==> src/rtl/keypad_pkg.sv <==
// Shared types and constants for the 4x4 keypad scanner.
// Holds the FSM state encoding, the key map and a row priority helper.
package keypad_pkg;

  typedef enum logic [1:0] {
    SCAN,
    DEBOUNCE,
    HELD,
    RELEASE
  } state_t;

  // Indexed [row][col]; '*' reports as E and '#' as F.
  localparam logic [3:0] KEYMAP [4][4] = '{
    '{4'h1, 4'h2, 4'h3, 4'hA},
    '{4'h4, 4'h5, 4'h6, 4'hB},
    '{4'h7, 4'h8, 4'h9, 4'hC},
    '{4'hE, 4'h0, 4'hF, 4'hD}
  };

  // Index of the lowest row reading 0; only called when at least one row is low.
  function automatic logic [1:0] lowest_low(input logic [3:0] r);
    lowest_low = 2'd3;
    for (int i = 3; i >= 0; i--) begin
      if (!r[i]) lowest_low = 2'(i);
    end
  endfunction

endpackage

==> src/rtl/sync_2ff.sv <==
// Two-flop synchronizer for asynchronous inputs.
// Resets to RST_VAL so idle (pulled-up) lines read as inactive.
module sync_2ff #(
  parameter int              WIDTH   = 4,
  parameter logic [WIDTH-1:0] RST_VAL = '1
) (
  input  logic             int_osc,
  input  logic             reset,
  input  logic [WIDTH-1:0] d,
  output logic [WIDTH-1:0] q
);

  logic [WIDTH-1:0] meta;

  // NOTE: sequential state uses non-blocking assignments so both flops sample the pre-edge values.
  always_ff @(posedge int_osc or negedge reset) begin
    if (!reset) begin
      meta <= RST_VAL;
      q    <= RST_VAL;
    end else begin
      meta <= d;
      q    <= meta;
    end
  end

endmodule

==> src/rtl/keypad_scanner.sv <==
// 4x4 matrix keypad scanner with per-key press/release debounce.
// Rotates an active-low column drive on each scan tick and freezes it while a key is tracked.
module keypad_scanner
  import keypad_pkg::*;
#(
  parameter int SCAN_DIV = 24000,
  parameter int DB_TICKS = 20
) (
  input  logic       int_osc,
  input  logic       reset,
  input  logic [3:0] rows,
  output logic [3:0] cols,
  output logic [3:0] key,
  output logic       key_valid,
  output logic       key_held
);

  localparam int TW = (SCAN_DIV > 1) ? $clog2(SCAN_DIV) : 1;
  localparam int DW = (DB_TICKS > 1) ? $clog2(DB_TICKS) : 1;
  localparam logic [TW-1:0] TICK_LAST = TW'(SCAN_DIV - 1);
  localparam logic [DW-1:0] DB_LAST   = DW'(DB_TICKS - 1);
  // Release leaves once the incremented count would reach DB_TICKS-1.
  localparam logic [DW-1:0] REL_LAST  = DW'((DB_TICKS >= 2) ? DB_TICKS - 2 : 0);

  logic [TW-1:0] tick_cnt;
  logic          tick;
  logic [3:0]    rows_sync;
  state_t        state;
  logic [1:0]    col_idx;
  logic [1:0]    row_idx;
  logic [DW-1:0] db_cnt;
  logic          row_low;

  sync_2ff #(.WIDTH(4), .RST_VAL(4'b1111)) u_rows_sync (
    .int_osc (int_osc),
    .reset   (reset),
    .d       (rows),
    .q       (rows_sync)
  );

  assign tick    = (tick_cnt == TICK_LAST);
  assign row_low = ~rows_sync[row_idx];

  // Free-running scan timebase, never restarted by the FSM.
  always_ff @(posedge int_osc or negedge reset) begin
    if (!reset)    tick_cnt <= '0;
    else if (tick) tick_cnt <= '0;
    else           tick_cnt <= tick_cnt + 1'b1;
  end

  always_ff @(posedge int_osc or negedge reset) begin
    if (!reset) begin
      state     <= SCAN;
      cols      <= 4'b1110;
      col_idx   <= 2'd0;
      row_idx   <= 2'd0;
      db_cnt    <= '0;
      key       <= 4'h0;
      key_valid <= 1'b0;
      key_held  <= 1'b0;
    end else begin
      key_valid <= 1'b0;
      if (tick) begin
        case (state)
          SCAN: begin
            if (rows_sync == 4'b1111) begin
              cols    <= {cols[2:0], cols[3]};
              col_idx <= col_idx + 1'b1;
            end else begin
              row_idx <= lowest_low(rows_sync);
              db_cnt  <= '0;
              state   <= DEBOUNCE;
            end
          end
          DEBOUNCE: begin
            if (!row_low) begin
              state   <= SCAN;
              cols    <= {cols[2:0], cols[3]};
              col_idx <= col_idx + 1'b1;
            end else if (db_cnt == DB_LAST) begin
              state     <= HELD;
              key       <= KEYMAP[row_idx][col_idx];
              key_valid <= 1'b1;
              key_held  <= 1'b1;
            end else begin
              db_cnt <= db_cnt + 1'b1;
            end
          end
          HELD: begin
            if (!row_low) begin
              db_cnt <= '0;
              state  <= RELEASE;
            end
          end
          RELEASE: begin
            if (row_low) begin
              state <= HELD;
            end else if (db_cnt >= REL_LAST) begin
              state    <= SCAN;
              key_held <= 1'b0;
              cols     <= {cols[2:0], cols[3]};
              col_idx  <= col_idx + 1'b1;
            end else begin
              db_cnt <= db_cnt + 1'b1;
            end
          end
          default: state <= SCAN;
        endcase
      end
    end
  end

endmodule
==> config.mk <==
export PLATFORM = sky130hd
export DESIGN_NAME = keypad_scanner
export DESIGN_NICKNAME = d
export VERILOG_FILES = /design/src/rtl/keypad_pkg.sv /design/src/rtl/sync_2ff.sv /design/src/rtl/keypad_scanner.sv
export SDC_FILE = /design/constraint.sdc
export NUM_CORES = 1
export LEC_CHECK = 0
export CORE_AREA = 2 2 95 97
export CTS_BUF_LIST = sky130_fd_sc_hd__clkbuf_4 sky130_fd_sc_hd__clkbuf_8
export CTS_CLUSTER_SIZE = 24
export DETAILED_ROUTE_END_ITERATION = 16
export DIE_AREA = 0 0 97 99
export SYNTH_ARGS = -nofsm -noshare
export SYNTH_HDL_FRONTEND = slang
export SYNTH_SLANG_ARGS = --single-unit
export TNS_END_PERCENT = 1
==> constraint.sdc <==
create_clock -name int_osc -period 2 [get_ports int_osc]
set_input_delay 0.4 -clock int_osc [delete_from_list [all_inputs] [get_ports int_osc]]
set_output_delay 0.4 -clock int_osc [all_outputs]
set_load 0.1 [all_outputs]
==> results.md <==
- Status: completed
- Die Area: 9600 sq um
- Synth Register Bits: 44
- Skew-Pair Late Insertion Delay: 300 ps
- CP Capture Type: register
- Reg clk slew, reported paths: 90 ps
- Worst r2r path cells: 7
- H-tree Lvls: 2
- IO buf count: 15
- PwrDens: 619 nW/um^2
- CP max FO: 5
- Clk root buf: clkbuf_8
- Max-capacitance violation count: 0
- ANT nets after route: 0
- Hold WC Path Type: in2async
- Total design power: 1.67 mW
- Fin crit share: 98.2%
- DRC: 0
- First drt pass iteration count: 4
- WS Path Type: reg2reg
- Sequential area share after synthesis: 53.2%
- Rel. slew slack: 65.3%
- RR Startpoint: db_cnt[0]
- Via density: 4.35
- Count of different cell masters after synthesis: 44
- Core Region: 8550 sq um
- Fin. max-slew vios: 0
- P_leak: 1.20 nW
- Final setup viols: 0
- Min cycle time layout: 1960 ps
- Most common cell after layout, fill and taps aside: buf_4
- Drt total wl: 3820 um
- CTS Hold Bufs: 0
- Post-synth EDFFs: 0
- 1st-iter DRT viols: 84
- Longest Clk Path Bufs: 2
- RSZ-0062 raised after global routing: true
- Share of layout cells above drive strength 1: 30.7%
- Area Overhead vs Synth: 28.9%
- FF-to-FF setup slack: 40 ps
- Crit path DAT: 2180 ps
- Clock sinks: 44
- Standard-cell rows: 34
- Cts bufs inserted: 5
- WP data required: 2220 ps
- FF+latch area: 1110 sq um
- Critical R2R Capture: db_cnt[0]
- Yosys warns: 0
- Dpl hpwl: 2760 um
- Final hold viol count: 0
- Post-Layout Inst Area: 2700 sq um
- Worst setup SP type: register
- Clock skew: 8.88 ps
- Diode count: 0
- CTS tree: done
- First-pass GRT wire length: 6870 um
- Syn_nets: 198
- Fillers: 872
- Ys async rst share: 100%
- RePlAce Congestion: 0.725
- Die X: 97 um
- Final layout net count: 239
- Most frequent cells in the layout: buf_4, dfrtp_1, nand2_1, nor2_1, dfstp_2
- Cell Area, Synth: 2090 sq um
- Pin count of the biggest net entering global routing: 22
- Overall via count from detail_route: 1475
- Remaining global-route overflow: 0
- Io pins: 16
- DP Area: 2540 sq um
- All-layer global routing usage: 8.67%
- Ys flop type: dfrtp_1
- Initial antenna violation count: 0
- Starting Density: 24.5%
- Multi-input gate area: 933 sq um
- Synth Area per Inst: 11.1 sq um
- Post-Synthesis Cells: 189
- VDD IR max: 437 uV
- Tightest Pin Transition: 515 ps
- Wirelength per Cell: 11.3 um
- Vias in the first global route: 1494
- Fmax: 509 MHz
- DIE HEIGHT: 99 um
## area by class of cell
type                            instances  share of cell area, %
Clock inverter                          2                   1.44
Clock buffer                            6                   3.06
Timing Repair Buffer                   42                   13.4
Multi-Input combinational cell        128                   34.6
Tap cell                              108                   5.01
Inverter                                9                   1.25
Sequential cell                        44                   41.3
## metrics by stage
stage	cells	setup slack [ps]	hold WS [ps]	setup TNS (ps)	utilization, %
detailed placement	329	-39.7	347	-132	29.7
CTS	339	5.85	47.9	0	31.6
global placement	329	6.11	347	0	29.7
floorplan	189	29.0	104	0	-
finish	339	35.2	47.6	0	31.6
global route	339	-61.4	76.1	-325	31.6
## registers in the layout, indices dropped and copies added (netlist names), named ones only
signal,flops
key_held,1
key,4
col_idx,2
key_valid,1
u_rows_sync.meta,4
row_idx,2
u_rows_sync.q,4
db_cnt,5
tick_cnt,15
cols,4
state,1
## worst max-delay path, cell delays in order, from the launching register on
cell	delay, ps
dfrtp_1	390
buf_4	140
ha_1	220
nor4bb_1	170
or3_1	380
nand3_1	90
and4b_2	300
mux2i_1	210
## layer usage
metal | part of all wire, % | vias to the layer above | global-route usage, % | wire (um)
met1 | 51 | 710 | 11.3 | 1930
met3 | 2.4 | 5 | 1.91 | 90
met5 | 0 | - | 0 | 0
met2 | 45 | 13 | 14.2 | 1730
met4 | 1.6 | 0 | 3.25 | 62
li1 | - | 747 | - | -
## kinds of logic (layout without fill, tap and decap cells)
kind of cell | count (synthesis) | count (layout) | synth area share [%]
xor+xnor | 14 | 14 | 5.85
simple gates | 68 | 68 | 18.8
compound gates | 30 | 30 | 9.32
flops | 44 | 44 | 53.2
mux | 13 | 13 | 7.29
fa+ha+maj | 3 | 3 | 1.79
buf+inv | 17 | 59 | 3.76
## power breakdown
part	internal (mW)	switching, mW	total [mW]
Sequential	0.904	0.00426	0.908
Combinational	0.0150	0.0247	0.0398
Clock	0.409	0.313	0.721
Total	1.33	0.342	1.67
## worst max-delay path by stage
stage,end,start,slack (ps)
global placement,cols[0],db_cnt[0],6
floorplan,cols[0],db_cnt[0],30
global route,key[1],db_cnt[1],-60
detailed placement,cols[2],db_cnt[0],-40
CTS,cols[0],db_cnt[0],6
finish,db_cnt[0],db_cnt[0],40
## timing repair
action | 4_1_cts | 5_1_grt
cloned | 0 | 0
setup buffers | 2 | 0
endpoints found under the setup margin | 6 | 9
pin swaps | 3 | 1
resized for setup | 5 | 0
## synth_stat cells, drive strengths merged, types with 3 or more instances
cell type	instances	area (sq um)
dfrtp	33	826
nand2	18	67.6
nor2	15	56.3
dfstp	11	289
inv	9	33.8
a21oi	8	40.0
mux2	8	90.1
nand3	8	40.0
xor2	8	70.1
a31oi	6	37.5
xnor2	6	52.6
buf	5	33.8
nand2b	5	31.3
o21ai	5	28.8
and3	4	25.0
mux2i	4	40.0
a41oi	3	26.3
clkbuf	3	11.3
ha	3	37.5
nor3	3	26.3
o22ai	3	18.8
No activity file was read; power rests on OpenSTA's default activity.
